`src/rtl/thread_regfile.sv`:
```
// Per-lane register file: R0-R12 general purpose, R13 mirrors block_id,
// R14/R15 are read-only blockDim/threadIdx. Operands latch in REQUEST, results commit in UPDATE.
module thread_regfile #(
    parameter int THREADS_PER_BLOCK = 4,
    parameter int THREAD_ID         = 0,
    parameter int DATA_BITS         = 8
) (
    input  logic                 clk,
    input  logic                 reset,
    input  logic                 enable,
    input  logic [7:0]           block_id,
    input  logic [2:0]           core_state,
    input  logic [3:0]           decoded_rd_address,
    input  logic [3:0]           decoded_rs_address,
    input  logic [3:0]           decoded_rt_address,
    input  logic                 decoded_reg_write_enable,
    input  logic [1:0]           decoded_reg_input_mux,
    input  logic [7:0]           decoded_immediate,
    input  logic [DATA_BITS-1:0] alu_out,
    input  logic [DATA_BITS-1:0] lsu_out,
    output logic [DATA_BITS-1:0] rs,
    output logic [DATA_BITS-1:0] rt,
    output logic                 illegal_write
);

    localparam logic [2:0] ST_REQUEST = 3'b011;
    localparam logic [2:0] ST_UPDATE  = 3'b110;
    localparam int         NUM_GPR    = 13;
    localparam logic [3:0] LAST_GPR   = 4'd12;

    localparam logic [DATA_BITS-1:0] BLOCK_DIM  = DATA_BITS'(THREADS_PER_BLOCK);
    localparam logic [DATA_BITS-1:0] THREAD_IDX = DATA_BITS'(THREAD_ID);

    localparam logic [1:0] MUX_ALU = 2'b00;
    localparam logic [1:0] MUX_LSU = 2'b01;
    localparam logic [1:0] MUX_IMM = 2'b10;

    logic [DATA_BITS-1:0] gpr_q [NUM_GPR];
    logic [DATA_BITS-1:0] gpr_d [NUM_GPR];
    logic [DATA_BITS-1:0] r13_q, r13_d;
    logic [DATA_BITS-1:0] rs_q, rs_d;
    logic [DATA_BITS-1:0] rt_q, rt_d;
    logic                 illegal_q, illegal_d;

    logic [DATA_BITS-1:0] rf_view [16];
    logic [DATA_BITS-1:0] wb_data;
    logic                 wb_src_ok;
    logic                 wb_req;

    // Full 16-entry architectural view used by both read ports.
    always_comb begin
        for (int i = 0; i < NUM_GPR; i++) begin
            rf_view[i] = gpr_q[i];
        end
        rf_view[13] = r13_q;
        rf_view[14] = BLOCK_DIM;
        rf_view[15] = THREAD_IDX;
    end

    always_comb begin
        wb_data   = '0;
        wb_src_ok = 1'b1;
        case (decoded_reg_input_mux)
            MUX_ALU: wb_data = alu_out;
            MUX_LSU: wb_data = lsu_out;
            MUX_IMM: wb_data = DATA_BITS'(decoded_immediate);
            default: wb_src_ok = 1'b0;
        endcase
    end

    assign wb_req = enable && (core_state == ST_UPDATE) && decoded_reg_write_enable;

    always_comb begin
        gpr_d     = gpr_q;
        r13_d     = r13_q;
        rs_d      = rs_q;
        rt_d      = rt_q;
        illegal_d = illegal_q;

        if (enable) begin
            r13_d = DATA_BITS'(block_id);
            if (core_state == ST_REQUEST) begin
                rs_d = rf_view[decoded_rs_address];
                rt_d = rf_view[decoded_rt_address];
            end
        end

        // A reserved source or a protected destination flags the write instead of performing it.
        if (wb_req) begin
            if (!wb_src_ok || (decoded_rd_address > LAST_GPR)) begin
                illegal_d = 1'b1;
            end else begin
                gpr_d[decoded_rd_address] = wb_data;
            end
        end
    end

    always_ff @(posedge clk) begin
        if (!reset) begin
            for (int i = 0; i < NUM_GPR; i++) begin
                gpr_q[i] <= '0;
            end
            r13_q     <= '0;
            rs_q      <= '0;
            rt_q      <= '0;
            illegal_q <= 1'b0;
        end else begin
            gpr_q     <= gpr_d;
            r13_q     <= r13_d;
            rs_q      <= rs_d;
            rt_q      <= rt_d;
            illegal_q <= illegal_d;
        end
    end

    assign rs            = rs_q;
    assign rt            = rt_q;
    assign illegal_write = illegal_q;

endmodule

```
`config.mk`:
```
export PLATFORM = sky130hd
export DESIGN_NAME = thread_regfile
export DESIGN_NICKNAME = d
export VERILOG_FILES = /design/src/rtl/thread_regfile.sv
export SDC_FILE = /design/constraint.sdc
export NUM_CORES = 1
export LEC_CHECK = 0
export CAP_MARGIN = 10
export CORE_ASPECT_RATIO = 1.5
export CORE_MARGIN = 10
export CORE_UTILIZATION = 60
export DETAILED_ROUTE_END_ITERATION = 6
export GPL_TIMING_DRIVEN = 0
export PLACE_DENSITY_LB_ADDON = 0.25
export SLEW_MARGIN = 30
export SYNTH_ARGS = -nofsm -noshare
export SYNTH_HDL_FRONTEND = slang
export SYNTH_SLANG_ARGS = --single-unit
```
`constraint.sdc`:
```
create_clock -name clk -period 3.84 [get_ports clk]
set_input_delay 0.384 -clock clk [delete_from_list [all_inputs] [get_ports clk]]
set_output_delay 0.384 -clock clk [all_outputs]
set_load 0.1 [all_outputs]
```
==> metrics.log <==
INFO  metric netlist_area = 6950 µm²
INFO  metric drcViolationCount = 0
INFO  metric post_cts_resized = 0
INFO  metric finalWirelength = 22,100 µm
INFO  metric layout-drive-gt1-share = 0.159
INFO  metric root_buffer = sky130_fd_sc_hd__clkbuf_16
INFO  metric fin_crit_sh = 0.615
INFO  metric place_inst = 896
INFO  metric flip_flop_and_latch_count_after_synthesis = 129
INFO  metric top_level_ports = 70
INFO  metric timing_hold_violations_final = 0
INFO  metric dieHeight = 152 µm
INFO  metric dr_total_vias = 6,019
INFO  metric rr_endpoint = rt[4]
INFO  metric clk_pin_slew = 0.06 ns
INFO  metric synth.area.top_cells = sky130_fd_sc_hd__dfxtp_1, sky130_fd_sc_hd__mux2i_1, sky130_fd_sc_hd__mux4_2
INFO  metric timing.hold.worst.start = decoded_rd_address[0]
INFO  metric fmax = 0.424 GHz
INFO  metric run_status = finished clean
INFO  metric first_iter_violations = 547
INFO  metric critical_path_cell_count = 1
INFO  metric wire_per_inst = 23.8 µm
INFO  metric powerDensity = 391 nW/µm²
INFO  metric slowest_cp_cell = sky130_fd_sc_hd__clkdlybuf4s50_1
INFO  metric post_synth_edffs = 0
INFO  metric cts_tree = done
INFO  metric synth.net_count = 741
INFO  metric rsz_0062_raised_after_global_routing = no
INFO  metric dp_worst_setup_slack = 1.20 ns
INFO  metric timing.critical_path.to_type = primary output
INFO  metric insertion_delay = 0.43 ns
INFO  metric starting_utilization_of_the_core_area = 0.609
INFO  metric timing_worst_setup_path_type = reg2out
INFO  metric antenna_violation_net_count_after_detailed_routing = 0
INFO  metric critical_path.startpoint = rs[6]
INFO  metric synth.yosys.seq_area_share = 0.372
INFO  metric final_worst_clock_skew = 0.00881 ns
INFO  metric place.detailed.hpwl = 16,400 µm
INFO  metric layout_commonest_cell = sky130_fd_sc_hd__mux2i_1
INFO  metric worst_ep_required_time = 3.46 ns
INFO  metric global_route_congestion_overflow_total = 0
INFO  metric synth_ff_type = sky130_fd_sc_hd__dfxtp_1
INFO  metric worstPathBufferInverterCount = 1
INFO  metric setup_ws = 1.48 ns
INFO  metric pin_count_of_the_biggest_net_entering_global_routing = 17
INFO  metric gp_routability_congestion = 0.943
INFO  metric floorplan.die.width = 108 µm
INFO  metric antennaDiodeCount = 0
INFO  metric via_per_inst = 6.49
INFO  metric peak_supply_drop = 0.385 mV
INFO  metric synthCells = 688
INFO  metric worst_path_maximum_fanout = 2
INFO  metric r2r_setup_slk = 2.15 ns
INFO  metric worst_r2r_path_depth = 4
INFO  metric number_of_max_capacitance_violations_reported = 0
INFO  metric post_layout_nonfiller_instances = 928
INFO  metric worst-endpoint-arrival = 1.98 ns
INFO  metric worstSetupStartpointType = flip-flop
INFO  metric number_of_buffers_added_by_the_clock_tree_synthesis_step = 17
INFO  metric die_area = 16,400 µm²
INFO  metric grt_pass1_vias = 6,401
INFO  metric timing_worst_slew_pin_value = 1.00 ns
INFO  metric setup_viol = 0
INFO  metric layout_area_overhead = 19.1%
INFO  metric fin_setup_tns = 0 ns
INFO  metric clock_tree.htree_level_count = 4
INFO  metric synthesis.yosys.warnings = 0
INFO  metric synthDistinctLibCells = 53
INFO  metric portBuffers = 58
INFO  metric commonest_cells_after_routing_fill_and_taps_aside = sky130_fd_sc_hd__mux2i_1, sky130_fd_sc_hd__dfxtp_1, sky130_fd_sc_hd__nand2_1
INFO  metric critical_path.endpoint = rs[6]
INFO  metric synth_top_area_cell = sky130_fd_sc_hd__dfxtp_1
INFO  metric grt_pass1_wl = 35,000 µm
INFO  metric fin_nets = 818
INFO  metric cts_num_sinks = 129
INFO  metric cts-root-to-sink-buffers = 2
INFO  metric yosysTopAreaCellShare = 0.372
INFO  metric post-route-min-period = 2.36 ns
INFO  metric drt_pre_antenna_iters = 6
INFO  metric crit_path_cell_chain = clkdlybuf4s50_1
INFO  metric fillers = 842
INFO  metric synthesis.area_per_instance = 10.1 µm²
INFO  metric leakagePower = 0.00333 µW
INFO  metric slew_headroom = 0.330
INFO  metric worst_path_largest_cell_delay = 1.17 ns
INFO  metric cts.hold.buffers_added = 0
INFO  metric cts_post_setup_buffers_inserted = 0
INFO  metric worstReg2RegStart = gpr_q[44]
INFO  metric timing_max_transition_violations_final = 0
INFO  metric core_area = 11,400 µm²
INFO  metric floorplan.rows = 48
INFO  metric groute.usage.overall = 0.278
INFO  metric antenna_found_initial = 0
INFO  metric worst_hold_path_type = in2reg
INFO  metric async_flop_share = 0
INFO  metric top_family_by_delay_on_critical_path = buffers and inverters
## through the flow
stage | hold WS [ns] | utilization | instance area (µm²) | total power (µW)
after CTS | 0.371 | 0.725 | 8280 | 3220
after detailed placement | 0.452 | 0.676 | 7720 | 1710
final | 0.372 | 0.725 | 8280 | 3240
after global placement | 0.441 | 0.676 | 7720 | 1710
after global routing | 0.376 | 0.725 | 8280 | 3310
after floorplan | 0.441 | - | 6950 | 1580
## synth_stat cells, types with 4 or more instances
master,instances
sky130_fd_sc_hd__nor2_1,7
sky130_fd_sc_hd__nand3_4,4
sky130_fd_sc_hd__o31ai_1,5
sky130_fd_sc_hd__nor2b_1,19
sky130_fd_sc_hd__nor3b_1,8
sky130_fd_sc_hd__o21ai_0,25
sky130_fd_sc_hd__clkbuf_1,32
sky130_fd_sc_hd__mux2i_1,135
sky130_fd_sc_hd__nor3_1,10
sky130_fd_sc_hd__dfxtp_1,129
sky130_fd_sc_hd__buf_4,6
sky130_fd_sc_hd__a21oi_1,10
sky130_fd_sc_hd__nand2b_1,7
sky130_fd_sc_hd__mux2_2,20
sky130_fd_sc_hd__inv_1,10
sky130_fd_sc_hd__o2bb2ai_1,11
sky130_fd_sc_hd__mux4_2,29
sky130_fd_sc_hd__a221oi_1,4
sky130_fd_sc_hd__and2_1,4
sky130_fd_sc_hd__nand2_1,125
sky130_fd_sc_hd__a32o_1,4
sky130_fd_sc_hd__o22ai_1,8
sky130_fd_sc_hd__buf_2,19
sky130_fd_sc_hd__a311oi_1,4
## cell families after synthesis
| group | Yosys count | synth area share |
|---|---|---|
| and+or+nand+nor | 210 | 0.160 |
| AOI/OAI and AO/OA | 96 | 0.101 |
| DFF | 129 | 0.372 |
| buffers and inverters | 69 | 0.0461 |
| muxes | 184 | 0.321 |
## registers in the layout, indices dropped and copies added, names as in the netlist
| register | flops |
|---|---|
| gpr_q | 104 |
| illegal_write | 1 |
| r13_q | 8 |
| rs | 8 |
| rt | 8 |
## where the power goes
part           leakage, µW  internal, µW  switching (µW)
clock             0.000262           894             654
sequential         0.00104          1350            8.32
combinational      0.00203           123             211
total              0.00333          2360             873
## layout make-up
type	instances	area (µm²)	share of cell area
Clock inverter	15	135	0.0163
Buffer	59	283	0.0342
Timing Repair Buffer	58	581	0.0701
Tap cell	150	188	0.0227
Clock buffer	17	425	0.0514
Multi-Input combinational cell	490	4050	0.489
Inverter	10	37.5	0.00454
Sequential cell	129	2580	0.312
## worst min-delay path, stage by stage
cell	delay, ns
sky130_fd_sc_hd__buf_6	0.12
sky130_fd_sc_hd__nor4_4	0.11
sky130_fd_sc_hd__mux2i_1	0.13
## layer usage
layer | vias to the layer above | wire length (µm) | track usage
met5 | - | 0 | 0
met4 | 0 | 1160 | 0.170
met3 | 107 | 1620 | 0.0627
met2 | 329 | 11000 | 0.470
met1 | 2894 | 8280 | 0.310
li1 | 2689 | - | -
## how the worst min path moves through the flow
stage	endpoint	slack, ns	cells after the start
2_1_floorplan	gpr_q[16]	0.44	2
3_5_place_dp	rs[7]	0.45	2
5_1_grt	gpr_q[39]	0.38	3
4_1_cts	gpr_q[33]	0.37	3
3_3_place_gp	rs[7]	0.44	2
6_report	gpr_q[35]	0.37	3
(Power assumes the default switching activity.)
